$ cat config.mk
export PLATFORM = sky130hd
export DESIGN_NAME = cache_tag_match_fifo
export DESIGN_NICKNAME = d
export VERILOG_FILES = /design/src/rtl/cache_pkg.sv /design/src/rtl/tag_eq_cmp.sv /design/src/rtl/cache_tag_match_fifo.sv
export SDC_FILE = /design/constraint.sdc
export NUM_CORES = 1
export LEC_CHECK = 0
export CAP_MARGIN = 40
export CORE_MARGIN = 3
export CORE_UTILIZATION = 33
export DETAILED_ROUTE_END_ITERATION = 7
export PLACE_DENSITY = 0.78
export SYNTH_ARGS = -nofsm -noshare
export SYNTH_HDL_FRONTEND = slang
export SYNTH_HIERARCHICAL = 1
export SYNTH_SLANG_ARGS = --single-unit
$ cat constraint.sdc
create_clock -name clk -period 2.53 [get_ports clk]
set_input_delay 0.506 -clock clk [delete_from_list [all_inputs] [get_ports clk]]
set_output_delay 0.506 -clock clk [all_outputs]
set_load 0.03 [all_outputs]
$ cat src/rtl/cache_pkg.sv
// Shared field positions and widths for the 2-way set-associative cache tag logic.
// Latency: n/a (constants only).
// Backpressure: n/a.
package cache_pkg;

    // Geometry: 8 indices, 32 B lines, 2 ways.
    localparam int INDEX_W   = 3;
    localparam int HALT_W    = 4;
    localparam int MAIN_W    = 20;
    localparam int NUM_LINES = 8;

    // Address field boundaries.
    localparam int IDX_LSB   = 5;
    localparam int IDX_MSB   = 7;
    localparam int HALT_LSB  = 8;
    localparam int HALT_MSB  = 11;
    localparam int MAIN_LSB  = 12;

endpackage

$ cat src/rtl/tag_eq_cmp.sv
// Gated equality comparator: out = en & (a == b); a disabled compare reads as 0.
// Latency: combinational, zero cycles.
// Backpressure: none.
//
// Ports:
//   en  in  1  compare enable
//   a   in  W  first operand
//   b   in  W  second operand
//   out out 1  enabled equality result
module tag_eq_cmp #(
    parameter int W = 4
) (
    input  logic         en,
    input  logic [W-1:0] a,
    input  logic [W-1:0] b,
    output logic         out
);

    assign out = en & (a == b);

endmodule

$ cat src/rtl/cache_tag_match_fifo.sv
// Hit detection for a 2-way, 8-index cache plus a per-index FIFO victim pointer.
// Latency: hit/way_sel/victim_way combinational; victim pointer updates on the clock edge after a req miss.
// Backpressure: none; every req is accepted, a miss consumes the indexed victim immediately.
//
// Ports:
//   clk           in   1              rising-edge clock
//   reset         in   1              synchronous, active-low reset of the victim pointers
//   addr          in   32             access address
//   req           in   1              access strobe, qualifies the victim pointer update
//   halt_tags_w0  in   8*HALT_W       way-0 partial tags, line i at [4i+3:4i]
//   halt_tags_w1  in   8*HALT_W       way-1 partial tags, same packing
//   main_tag_w0   in   MAIN_W         way-0 main tag of the indexed line
//   main_tag_w1   in   MAIN_W         way-1 main tag of the indexed line
//   valid_w0      in   1              way-0 valid bit of the indexed line
//   valid_w1      in   1              way-1 valid bit of the indexed line
//   hit           out  1              either way hits
//   way_sel       out  1              data-mux select, 1 = way 1
//   victim_way    out  1              FIFO victim way for addr's index
module cache_tag_match_fifo
    import cache_pkg::*;
(
    input  logic                          clk,
    input  logic                          reset,
    input  logic [31:0]                   addr,
    input  logic                          req,
    input  logic [NUM_LINES*HALT_W-1:0]   halt_tags_w0,
    input  logic [NUM_LINES*HALT_W-1:0]   halt_tags_w1,
    input  logic [MAIN_W-1:0]             main_tag_w0,
    input  logic [MAIN_W-1:0]             main_tag_w1,
    input  logic                          valid_w0,
    input  logic                          valid_w1,
    output logic                          hit,
    output logic                          way_sel,
    output logic                          victim_way
);

    logic [INDEX_W-1:0]   idx;
    logic [HALT_W-1:0]    halt_tag;
    logic [MAIN_W-1:0]    main_tag;

    logic [NUM_LINES-1:0] halt_eq_w0;
    logic [NUM_LINES-1:0] halt_eq_w1;
    logic                 eq_idx_w0;
    logic                 eq_idx_w1;
    logic                 main_eq_w0;
    logic                 main_eq_w1;
    logic                 way_hit_w0;
    logic                 way_hit_w1;

    logic [NUM_LINES-1:0] ptr;

    // Byte offset does not take part in tag matching.
    logic                 unused_offset;
    assign unused_offset = ^addr[IDX_LSB-1:0];

    assign idx      = addr[IDX_MSB:IDX_LSB];
    assign halt_tag = addr[HALT_MSB:HALT_LSB];
    assign main_tag = addr[31:MAIN_LSB];

    // The partial tag is compared against every line of both ways in parallel;
    // only the indexed line's result is then used.
    for (genvar i = 0; i < NUM_LINES; i++) begin : g_halt
        tag_eq_cmp #(.W(HALT_W)) u_halt_w0 (
            .en  (1'b1),
            .a   (halt_tag),
            .b   (halt_tags_w0[i*HALT_W +: HALT_W]),
            .out (halt_eq_w0[i])
        );
        tag_eq_cmp #(.W(HALT_W)) u_halt_w1 (
            .en  (1'b1),
            .a   (halt_tag),
            .b   (halt_tags_w1[i*HALT_W +: HALT_W]),
            .out (halt_eq_w1[i])
        );
    end

    assign eq_idx_w0 = halt_eq_w0[idx];
    assign eq_idx_w1 = halt_eq_w1[idx];

    // Main compare is only meaningful once the partial tag of the indexed line matched.
    tag_eq_cmp #(.W(MAIN_W)) u_main_w0 (
        .en  (eq_idx_w0),
        .a   (main_tag),
        .b   (main_tag_w0),
        .out (main_eq_w0)
    );
    tag_eq_cmp #(.W(MAIN_W)) u_main_w1 (
        .en  (eq_idx_w1),
        .a   (main_tag),
        .b   (main_tag_w1),
        .out (main_eq_w1)
    );

    assign way_hit_w0 = main_eq_w0 & valid_w0;
    assign way_hit_w1 = main_eq_w1 & valid_w1;
    assign hit        = way_hit_w0 | way_hit_w1;
    // Both ways hitting is illegal; way 1 is chosen so the mux select stays defined.
    assign way_sel    = hit & way_hit_w1;

    assign victim_way = ptr[idx];

    // FIFO replacement: a miss consumes the indexed victim and flips to the other way.
    // Hits never reorder. Reset wins over a simultaneous miss.
    always_ff @(posedge clk) begin
        if (!reset) begin
            ptr <= '0;
        end else if (req && !hit) begin
            ptr[idx] <= ~ptr[idx];
        end
    end

endmodule

==> flow_metrics.tcl <==
set metrics [dict create \
    total_power_uw 899 \
    r2r-end "ptr[0]" \
    yosys.area.top_type "xor2_1" \
    worstHoldStart "ptr[3]" \
    critPathKind "in -> out" \
    synth_top_family_by_area "simple AND/OR/NAND/NOR gates" \
    post-place-ws_ns -0.914 \
    worst_pin_slew_ns 0.563 \
    synth_fa_ha_area_share_pct 0 \
    start_util_pct 35.1 \
    maxCapViolations 0 \
    ys_ff_latch 8 \
    top_register "ptr" \
    drtPass1Iterations 6 \
    avgSynthCellArea_um2 8.05 \
    critical_path.cell_chain "buf_12 > buf_16 > or2b_1 > o2111ai_2 > nor3b_2 > mux4_2 > mux2_4 > nand3_4 > nor4_4 > a22oi_2 > inv_2 > buf_6" \
    crit_fanout 8 \
    fin_crit_ns 2.96 \
    setup_slack_ns -0.432 \
    reg_top3 "ptr x8" \
    largest_reg_flops 8 \
    finalNetCount 595 \
    vias 2777 \
    period_share_pct 117 \
    synth.area.top_cells "xor2_1, xnor2_1, nor3b_2" \
    hpwl_um 6290 \
    syn_area_um2 2140 \
    crit_arrival_ns 2.46 \
    die_y_um 86.5 \
    globalRouteOverflowTotal 0 \
    rrSetupSlack_ns 1.31 \
    synth_simple_gate_area_share_pct 32.4 \
    htreeDepth 1 \
    status "finished, violations left" \
    peakVddDrop_v 0.000332 \
    slowest_stage "mux4_2" \
    yosysMostFrequentCell "inv_1" \
    grt_pass1_wl_um 14200 \
    critical_path_required_ns 2.02 \
    vias_per_cell 5.27 \
    drtIter0Drc 208 \
    synth_edf_count 0 \
    r2r-start "ptr[1]" \
    whs_path_depth 2 \
    max_stage_delay_ns 0.49 \
    routed_wl_um 9090 \
    hold_viol_final 0 \
    cts_buffer_depth 2 \
    cts_buffers 3 \
    top_level_ports 144 \
    die_x_um 86.5 \
    drive_gt1_share_pct 29.9 \
    setup_tns_ns -3.12 \
    place_congestion 0.899 \
    yosysWarnings 6 \
    insertedDiodeCount 0 \
    min_path_type "reg -> reg" \
    fin_cells 527 \
    postSynthCellCount 266 \
    path_clk_slew_ns 0.04 \
    yosysUniqueCellTypes 37 \
    synthArstFlopShare_pct 0 \
    numClockSinks 8 \
    fmax_ghz 0.338 \
    final-setup-viol-count 10 \
    skew_ns 0.00395 \
    num_rows 28 \
    clock_latency_ns 0.23 \
    core_um2 6100 \
    port-buffer-count 138 \
    grtUsageTotal_pct 23.6 \
    violations "negative setup slack" \
    antenna_found_initial 0 \
    grt_pass1_vias 2997 \
    die_area_um2 7490 \
    cts_root_buf "clkbuf_8" \
    synthMuxAreaShare_pct 7.95 \
    drc 0 \
    ys_top_cells_by_count "inv_1, xor2_1, xnor2_1" \
    ys_seq_area_share_pct 7.48 \
    powerDensity_nw_per_um2 202 \
    rsz0062_at_grt "true" \
    holdPathEnd "ptr[3]" \
    synth-xor-area-share_pct 22.9 \
    p_leak_uw 0.00194 \
    tritoncts "yes" \
    nFillCells 457 \
    end_kind "primary output" \
    synth-compound-area-share_pct 18.4 \
    syn2layout_area_growth_pct 108 \
    maxSlewViolCount 0 \
    max_slew_margin_pct 62.4 \
    startpoint_type "input port" \
    worstRegToRegCells 4 \
    ys.flop_type "dfxtp_1" \
    post-synth-top-area-fraction_pct 13.1 \
    drtAntennaViolNets 0 \
    utilization_pct 73.1 \
    dp.cells 512 \
    grt_max_degree 20 \
    wl_per_cell_um 17.2 \
]
worst max path at each step:
stage / from / to / slack [ns]
after floorplan: addr[11] / hit / -0.0006
after global placement: addr[8] / ptr[6] / -0.80
after detailed placement: addr[8] / ptr[2] / -0.91
after CTS: addr[8] / hit / -0.40
after global routing: addr[8] / hit / -0.48
final: addr[8] / hit / -0.43
cell type report:
cell class | instances | area, µm² | share of cell area, %
Clock buffer | 3 | 41.3 | 0.927
Tap cell | 75 | 93.8 | 2.11
Sequential cell | 8 | 160 | 3.60
Inverter | 51 | 194 | 4.35
Multi-Input combinational cell | 217 | 2160 | 48.5
Timing Repair Buffer | 173 | 1810 | 40.6
critical path: cells and delay by family:
kind                   cells  cell delay (ns)
buffers and inverters      4             0.43
AO/OA/AOI/OAI              2             0.28
multiplexers               2             0.78
AND/OR/NAND/NOR            4             0.45
report_power, final:
part           switching [µW]  total, µW  internal, µW
combinational             255        614           359
sequential               3.06        134           131
clock                    47.8        151           103
total                     306        899           593
cell usage in the layout (no fill, tap or decap), types with 7 or more instances in the layout:
cell type and count:
a222oi_1 16, buf_16 7, buf_4 17, buf_6 11, clkdlybuf4s50_1 64, conb_1 16, dfxtp_1 8, dlygate4sd2_1 63
inv_1 34, inv_2 16, nand2b_1 9, nand2b_4 7, nand4_1 12, nor3b_2 16, o2111ai_2 16, or2b_1 16
xnor2_1 24, xor2_1 19, xor2_2 13
routing by layer:
| metal | routed length (µm) | share of wire, % | track usage [%] |
|---|---|---|---|
| met1 | 3360 | 37 | 27.1 |
| met2 | 4830 | 53 | 44.6 |
| met3 | 756 | 8.3 | 5.04 |
| met4 | 147 | 1.6 | 4.82 |
| met5 | 0 | 0 | 0 |
through the flow:
stage	hold slack (ns)	cell area [µm²]
5_1_grt	0.486	4450
3_3_place_gp	0.461	4020
2_1_floorplan	0.435	2360
3_5_place_dp	0.463	4020
6_report	0.469	4450
4_1_cts	0.470	4390
repair_timing:
| action | in CTS | in global routing |
|---|---|---|
| gates resized for setup | 148 | 7 |
| gates cloned | 7 | 1 |
| endpoints found under the hold margin | 0 | 0 |
| hold buffers | 0 | 0 |
| setup buffers | 4 | 1 |
| setup endpoints to repair | 11 | 11 |
| pin swaps | 60 | 6 |
logic make-up after synthesis:
| logic type | count (synthesis) |
|---|---|
| AND/OR/NAND/NOR | 90 |
| XOR/XNOR | 56 |
| buffers and inverters | 56 |
| AO/OA/AOI/OAI | 44 |
| multiplexers | 11 |
| flip-flops | 8 |
| other | 1 |
(Power assumes the default switching activity.)
